===== config.mk =====
export PLATFORM = sky130hd
export DESIGN_NAME = fcvt_wb_stage
export DESIGN_NICKNAME = d
export VERILOG_FILES = /design/src/rtl/fcvt_wb_stage.sv
export SDC_FILE = /design/constraint.sdc
export NUM_CORES = 1
export LEC_CHECK = 0
export CAP_MARGIN = 0
export CORE_MARGIN = 2
export CORE_UTILIZATION = 55
export CTS_CLUSTER_DIAMETER = 80
export CTS_CLUSTER_SIZE = 40
export DETAILED_ROUTE_END_ITERATION = 8
export GPL_TIMING_DRIVEN = 0
export MAX_ROUTING_LAYER = met4
export PLACE_DENSITY = 0.86
export REMOVE_ABC_BUFFERS = 1
export SYNTH_ARGS = -nofsm -noshare
export SYNTH_HDL_FRONTEND = slang
export SYNTH_SLANG_ARGS = --single-unit
export TNS_END_PERCENT = 30

===== constraint.sdc =====
create_clock -name clk -period 4 [get_ports clk]
set_input_delay 0.8 -clock clk [delete_from_list [all_inputs] [get_ports clk]]
set_output_delay 0.8 -clock clk [all_outputs]
set_load 0.1 [all_outputs]

===== src/rtl/fcvt_wb_stage.sv =====
// FCVT.W[U].S result stage: negation, saturation and NV/NX flags on the converter's magnitude.
// Latency 1 cycle; throughput 1/cycle with the 2-entry (out + skid) FIFO.
// Backpressure: in_ready = !skid_valid (SKID_EN=1) or !out_valid || out_ready (SKID_EN=0).
// Optional sticky flag accumulator: define FCVT_WB_STICKY_FFLAGS_EN.
module fcvt_wb_stage #(
    parameter int RD_W    = 5,
    parameter bit SKID_EN = 1'b1
) (
    input  logic            clk,
    input  logic            reset,
    input  logic            flush,
    input  logic            in_valid,
    output logic            in_ready,
    input  logic [31:0]     float_in,
    input  logic            is_signed,
    input  logic [2:0]      rm,
    input  logic [31:0]     mag_in,
    input  logic [RD_W-1:0] rd_in,
    output logic            out_valid,
    input  logic            out_ready,
    output logic [31:0]     out_result,
    output logic [4:0]      out_fflags,
    output logic [RD_W-1:0] out_rd
`ifdef FCVT_WB_STICKY_FFLAGS_EN
    ,
    output logic [4:0]      fflags_acc,
    input  logic            fflags_clr
`endif
);

    typedef struct packed {
        logic [31:0]     result;
        logic [4:0]      fflags;
        logic [RD_W-1:0] rd;
    } entry_t;

    entry_t      out_q;
    entry_t      skid_q;
    entry_t      new_e;
    logic        skid_valid;
    logic        in_fire;

    logic        sgn;
    logic [7:0]  ex;
    logic [22:0] man;
    logic        nan;
    logic [7:0]  sh;
    logic [22:0] mask;
    logic        nx_raw;
    logic        nv;
    logic [31:0] res;

    // Rounding mode is already folded into mag_in by the converter.
    logic unused_rm;
    assign unused_rm = ^rm;

    always_comb begin
        sgn    = float_in[31];
        ex     = float_in[30:23];
        man    = float_in[22:0];
        nan    = (ex == 8'hFF) && (man != 23'd0);
        // sh = number of fraction bits below the binary point when 127 <= ex < 150
        sh     = 8'd150 - ex;
        mask   = 23'((24'd1 << sh) - 24'd1);
        nx_raw = 1'b0;
        if (ex < 8'd127)
            nx_raw = (ex != 8'd0) || (man != 23'd0);
        else if (ex < 8'd150)
            nx_raw = |(man & mask);

        nv  = 1'b0;
        res = mag_in;
        if (!is_signed) begin
            if (nan || (!sgn && mag_in == 32'hFFFF_FFFF && ex >= 8'h9F)) begin
                res = 32'hFFFF_FFFF;
                nv  = 1'b1;
            end else if (sgn) begin
                res = 32'd0;
                nv  = (mag_in != 32'd0);
            end
        end else begin
            if (nan || (!sgn && (mag_in > 32'h7FFF_FFFF || ex >= 8'h9E))) begin
                res = 32'h7FFF_FFFF;
                nv  = 1'b1;
            end else if (sgn && (mag_in > 32'h8000_0000 || ex > 8'h9E)) begin
                res = 32'h8000_0000;
                nv  = 1'b1;
            end else if (sgn) begin
                res = ~mag_in + 32'd1;
            end
        end

        new_e.result = res;
        new_e.fflags = {nv, 3'b000, nx_raw & ~nv};
        new_e.rd     = rd_in;
    end

    assign in_ready = SKID_EN ? !skid_valid : (!out_valid || out_ready);
    assign in_fire  = in_valid && in_ready;

    always_ff @(posedge clk or posedge reset) begin
        if (reset) begin
            out_valid  <= 1'b0;
            skid_valid <= 1'b0;
            out_q      <= '0;
            skid_q     <= '0;
        end else if (flush) begin
            out_valid  <= 1'b0;
            skid_valid <= 1'b0;
        end else begin
            if (!out_valid || out_ready) begin
                // Skid entry is older than any new input; in_ready is low while it is held.
                if (skid_valid) begin
                    out_q      <= skid_q;
                    skid_valid <= 1'b0;
                    out_valid  <= 1'b1;
                end else if (in_fire) begin
                    out_q     <= new_e;
                    out_valid <= 1'b1;
                end else begin
                    out_valid <= 1'b0;
                end
            end else if (in_fire && SKID_EN) begin
                skid_q     <= new_e;
                skid_valid <= 1'b1;
            end
        end
    end

    assign out_result = out_q.result;
    assign out_fflags = out_q.fflags;
    assign out_rd     = out_q.rd;

`ifdef FCVT_WB_STICKY_FFLAGS_EN
    always_ff @(posedge clk or posedge reset) begin
        if (reset)
            fflags_acc <= 5'd0;
        else if (fflags_clr)
            fflags_acc <= 5'd0;
        else if (out_valid && out_ready)
            fflags_acc <= fflags_acc | out_q.fflags;
    end
`endif

endmodule


==> Yosys cells after proc, flatten, opt, wreduce, memory -nomap -nowiden <==
Cells that the tools add are included.
{ "word_totals": {"word_cells": 73, "input_bits": 78, "out_inout_bits": 44, "regBits": 83} }
{ "classes": {"eq_ne": 2, "reduce_logical": 24, "shift": 1, "bitwise_logic": 6, "n_lt_le_gt_ge": 7, "mux": 22, "addsub": 3} }
{ "ops": {"columns": ["op", "count"], "rows": [
  ["32-bit 2-to-1 mux", 6],
  ["42-bit 2-to-1 mux", 2],
  ["32-bit by 1-bit adder with 32-bit output, second input constant", 1],
  ["32-bit == test, second input constant", 1],
  ["32-bit by 31-bit greater-than comparator with 1-bit output, second input constant", 1],
  ["32-bit greater-than comparator, second input constant", 1],
  ["32-bit NOT", 1],
  ["32-bit nonzero test", 1],
  ["23-bit AND", 1],
  ["23-bit nonzero test", 1],
  ["23-bit OR reduction", 1],
  ["1-bit by 8-bit << shifter with 23-bit output, first input constant", 1],
  ["23-bit by 1-bit subtractor with 23-bit output, second input constant", 1],
  ["8-bit >= comparator, second input constant", 2],
  ["1-bit 2-to-1 mux", 14],
  ["8-bit == test, second input constant", 1],
  ["8-bit greater-than comparator, second input constant", 1],
  ["8-bit by 7-bit less-than comparator with 1-bit output, second input constant", 1],
  ["8-bit less-than comparator, second input constant", 1],
  ["8-bit nonzero test", 1],
  ["8-bit subtractor, first input constant", 1],
  ["1-bit logical AND", 6],
  ["1-bit logical OR", 6],
  ["3-bit AND reduction", 2],
  ["5 further kinds", 10]
]} }

==> Depth between registers and ports, before layout <==
{ "depth": {"depth_word": 10, "mapped_depth": 16, "depth_no_buf": 15} }

==> Worst setup path before layout <==
No wires, ideal clock.
{ "synth_timing": {"kind": "input to register", "from": "input float_in[23]", "to": "register skid_q[5] (netlist name)", "slack_ps": 340, "path_buffers": 1, "required_time_ps": 3879, "setup_ps": 121, "path_stages": 15, "arrival_ps": 3539, "cell_sequence": "ha_1 > clkbuf_1 > a21o_1 > o22a_1 > nand4_1 > nor2_1 > nand3_1 > ha_1 > inv_1 > a21oi_1 > nor2_1 > a311o_1 > a2111oi_0 > nand4_1 > a22o_1"} }
{ "synth_between": {"elab_chain_len": 8, "elab_cells_between_ends": 29, "classes_between": "add/sub: 2; order compare: 5; eq/ne: 1; shift: 1; mux: 6; bitwise: 3; reduce/logical: 11"} }
{ "synth_lines": {"columns": ["item", "line", "source"], "rows": [
  ["start: declaration", "14", "input logic [31:0] float_in,"],
  ["8-bit subtractor (tied with other cells)", "63", "sh = 8'd150 - ex;"],
  ["1-bit by 8-bit << shifter with 23-bit output (tied with other cells)", "64", "mask = 23'((24'd1 << sh) - 24'd1);"],
  ["23-bit by 1-bit subtractor with 23-bit output (tied with other cells)", "64", null],
  ["23-bit AND (tied with other cells)", "69", "nx_raw = |(man & mask);"],
  ["23-bit OR reduction or 1-bit 2-to-1 mux (tied branches)", "69, 82", null],
  ["1-bit 2-to-1 mux, on equally long branches", "68, 73", null],
  ["1-bit 2-to-1 mux or 1-bit NOT (tied branches)", "66, 94", null],
  ["1-bit AND *", "94", "new_e.fflags = {nv, 3'b000, nx_raw & ~nv};"],
  ["end signal: assignment", "124", "skid_q <= new_e;"],
  ["end: declaration", "38", "entry_t skid_q;"]
]} }
Every way passes the cells marked *; elsewhere a longest branch is shown, timed or not.
A chain may end at the register's enable or synchronous reset.

==> Final worst setup path <==
{ "layout_timing": {"from": "input mag_in[0]", "to": "register skid_q[40] (netlist name)"} }
{ "layout_between": {"elab_chain_len": 6, "elab_cells_between_ends": 18, "classes_between": "add/sub: 1; order compare: 2; eq/ne: 1; mux: 5; bitwise: 1; reduce/logical: 8"} }
{ "layout_lines": {"columns": ["item", "line", "source"], "rows": [
  ["start: declaration", "17", "input logic [31:0] mag_in,"],
  ["32-bit NOT (tied with other cells)", "89", "res = ~mag_in + 32'd1;"],
  ["32-bit by 1-bit adder with 32-bit output (tied with other cells)", "89", null],
  ["32-bit 2-to-1 mux (tied with other cells)", "88", "end else if (sgn) begin"],
  ["32-bit 2-to-1 mux (tied with other cells)", "85", "end else if (sgn && (mag_in > 32'h8000_0000 || ex > 8'h9E)) begin"],
  ["32-bit 2-to-1 mux, on equally long branches", "82, 74", null],
  ["32-bit 2-to-1 mux *", "73", "if (!is_signed) begin"]
]} }
Marks and branches as above.

==> impl_metrics.env <==
export IMPL_die_y_um=105.1
export IMPL_clk_pin_slew_ns=0.08
export IMPL_num_antenna_cells=0
export IMPL_cts_tree="done"
export IMPL_cts_root_buf="clkbuf_8"
export IMPL_met3_length_um=1446
export IMPL_synth_top_area_cell="dfrtp_1"
export IMPL_via_per_inst=6.561
export IMPL_power_density_mw_per_mm2=414.6
export IMPL_syn_area_mm2=0.005625
export IMPL_dr_pass1_iters=5
export IMPL_synth_edff_count=0
export IMPL_fin_crit_sh_pct=96.53
export IMPL_relSlewSlack_pct=6.193
export IMPL_die_area_mm2=0.01105
export IMPL_yosys_top_cells_area="dfrtp_1 36%, o21ai_0 9.9%, nand2_1 6.5%"
export IMPL_portBuffers=115
export IMPL_final_hold_viol_count=0
export IMPL_rrSetupSlack_ns=1.73
export IMPL_track_usage_pct=32.80
export IMPL_clock_sinks=80
export IMPL_wirelength_met1_um=7532
export IMPL_worst_path_max_delay_cell="clkdlybuf4s50_1"
export IMPL_fin_ws_ns=0.1387
export IMPL_power_frac_seq_pct=35.9
export IMPL_power_internal_mw=1.668
export IMPL_final_area_mm2=0.007228
export IMPL_switching_share_pct=44.35
export IMPL_overflow=0
export IMPL_totalWireLength_um=18080
export IMPL_synthArstFlopShare_pct=100.0
export IMPL_drv_cap=0
export IMPL_ant_nets=0
export IMPL_status="completed"
export IMPL_setup_viol=0
export IMPL_post_place_ws_ns=-1.282
export IMPL_num_rows=36
export IMPL_min_path_type="flip-flop to flip-flop"
export IMPL_nets=879
export IMPL_crit_required_ns=4.24
export IMPL_slew_viol_final=0
export IMPL_grt_max_degree=76
export IMPL_core_region_area_mm2=0.009864
export IMPL_crit_arrival_ns=4.10
export IMPL_worst_setup_path_start_kind="primary input"
export IMPL_fin_setup_tns_ns=0
export IMPL_place_congestion=0.9269
export IMPL_synthToLayoutAreaGrowth_pct=28.49
export IMPL_grt_pass1_wl_um=28730
export IMPL_via_count=6121
export IMPL_crit_path_max_fanout=6
export IMPL_slowest_delay_ns=0.52
export IMPL_setup_worst_path_class="primary input to flip-flop"
export IMPL_cp_cell_sequence="clkdlybuf4s50_1 -> inv_1 -> ha_1 -> or3b_4 -> or3_1 -> or4_4 -> or4b_1 -> nor3b_1 -> nor2_2 -> o21ai_1 -> mux2_2"
export IMPL_grt_pass1_vias=5870
export IMPL_synth_seq_cells=80
export IMPL_p_leak_nw=2.842
export IMPL_dp_cells=912
export IMPL_placed_cell_area_mm2=0.006844
export IMPL_drtIter0Drc=645
export IMPL_finClkSkew_ns=0.01387
export IMPL_worst_slew_pin_slew_ns=1.407
export IMPL_holdWs_ns=0.4838
export IMPL_end_kind="flip-flop"
export IMPL_yosys_area_top_type_share_pct=35.59
export IMPL_fin_crit_ns=3.861
export IMPL_top_layer_used="met4"
export IMPL_die_w_um=105.1
export IMPL_synthFlopType="dfrtp_1"
export IMPL_clock_latency_ns=0.37
export IMPL_rsz0062_at_grt="false"
export IMPL_final_cells=933
export IMPL_h_tree_depth=3
export IMPL_power_mw=2.997
export IMPL_switchingPower_mw=1.329
export IMPL_power_clock_fraction_pct=20.8
export IMPL_met2WireLength_um=8609
export IMPL_fmax_mhz=259.0
export IMPL_drive_above_1_share_pct=10.88
export IMPL_clk_path_buf_depth=2
export IMPL_ir_worst_vdd_mv=0.4280
export IMPL_antenna_found_initial=0
export IMPL_numCtsBuffers=9
export IMPL_synth_cell_type_count=58
export IMPL_fin_util_pct=73.28
export IMPL_seq_area_frac_synth_pct=35.59
export IMPL_yosys_warnings=0
export IMPL_start_util_pct=57.03
export IMPL_pwr_share_comb_pct=43.3
export IMPL_place_hpwl_um=12750
export IMPL_syn_mean_instance_area_um2=7.901
export IMPL_syn_inst=712
export IMPL_drc_errors=0
export IMPL_io_pins=122
export IMPL_drt_wirelength_per_cell_um=19.38
## critical path: cells and delay by family
| kind | cells | cell delay [ns] |
|---|---|---|
| simple gates | 6 | 2.05 |
| buf+inv | 2 | 0.63 |
| fa+ha+maj | 1 | 0.21 |
| mux | 1 | 0.29 |
| compound gates | 1 | 0.12 |
## kinds of logic (layout without fill, tap and decap cells)
kind of cell,count (synthesis),after routing,share of synthesized area (%)
simple gates,262,263,23.06
compound gates,252,252,27.85
flops,80,80,35.59
buf+inv,74,159,5.204
mux,29,29,5.650
xor+xnor,8,8,1.246
fa+ha+maj,6,6,1.334
other cells,1,3,0.06666
## repair_timing
action                                  4_1_cts  5_1_grt
hold buffers                                  0        0
resized for setup                            24       24
endpoints found under the setup margin       65       46
pin swaps                                     2        3
gates cloned                                  0        1
setup buffers                                 3        1
## cells in the final DEF (no fill, tap or decap), drive strengths merged, types with 7 or more instances in the layout
cell           netlist  final
a21oi               26     26
a22oi               29     29
buf                 10      9
clkbuf              45     15
clkdlybuf4s50        0    106
dfrtp               80     80
inv                 19     18
mux2                22     22
mux2i                7      7
nand2               97     97
nand2b              13     13
nand3               15     16
nand4               17     17
nor2                48     48
nor3                17     17
nor4                15     15
o211ai               7      7
o21ai              114    114
o31ai               27     27
or3                  8      8
## final cells by class
cell class                 count  area, µm²
tap                          133      166.4
clock inverter                 4      52.55
fill                         721       2636
sequential                    80       2003
multi-input combinational    561       3497
timing repair buffer         124       1276
inverter                      19      77.57
clock buffer                  12      155.1
## sequential cells by signal, summed over array words and instances (netlist names)
| register | cells |
|---|---|
| skid_valid | 1 |
| skid_q | 39 |
| out_rd | 5 |
| out_result | 32 |
| out_fflags | 2 |
| out_valid | 1 |
## synthesized netlist by cell type, types with 4 or more instances
cell type	instances
a211oi_1	5
a21boi_0	4
a21o_1	4
a21oi_1	26
a22oi_1	29
a31oi_1	6
and2_1	5
and4_1	4
buf_1	4
clkbuf_1	45
dfrtp_1	80
ha_1	6
inv_1	19
mux2_2	22
mux2i_1	7
nand2_1	97
nand2b_1	13
nand3_1	15
nand4_1	17
nand4b_1	4
nor2_1	47
nor3_1	17
nor4_1	15
nor4b_1	4
o211ai_1	7
o21ai_0	111
o22ai_1	4
o31ai_1	27
o41ai_1	6
or2_2	4
or3_1	7
xor2_1	5
## path summary, 6_finish.rpt
path | depth (start not counted) | startpoint | end
setup / recovery | 11 | mag_in[0] | skid_q[40]$_DFFE_PP0P_
hold / removal | 2 | out_rd[3]$_DFFE_PP0P_ | out_rd[3]$_DFFE_PP0P_
setup reg to reg | 6 | skid_valid$_DFFE_PP0P_ | out_fflags[0]$_DFFE_PP0P_
hold reg to reg | 2 | out_rd[3]$_DFFE_PP0P_ | out_rd[3]$_DFFE_PP0P_
max in group asynchronous | 3 | reset | skid_q[31]$_DFFE_PP0P_
min in group asynchronous | 2 | reset | skid_q[3]$_DFFE_PP0P_
## power by group through the flow
stage	clock (mW)	sequential, mW	combinational (mW)
finish	0.624	1.07	1.30
global route	0.663	1.09	1.37
CTS	0.629	1.07	1.28
detailed placement	0	1.09	1.27
global placement	0	1.07	1.24
floorplan	0	1.63	0.329
## routing by layer
metal	up-vias	track usage, %
met4	0	10.10
met5	-	-
met2	346	52.74
met3	49	5.739
met1	2929	42.39
li1	2797	-
(Power assumes the default switching activity.)
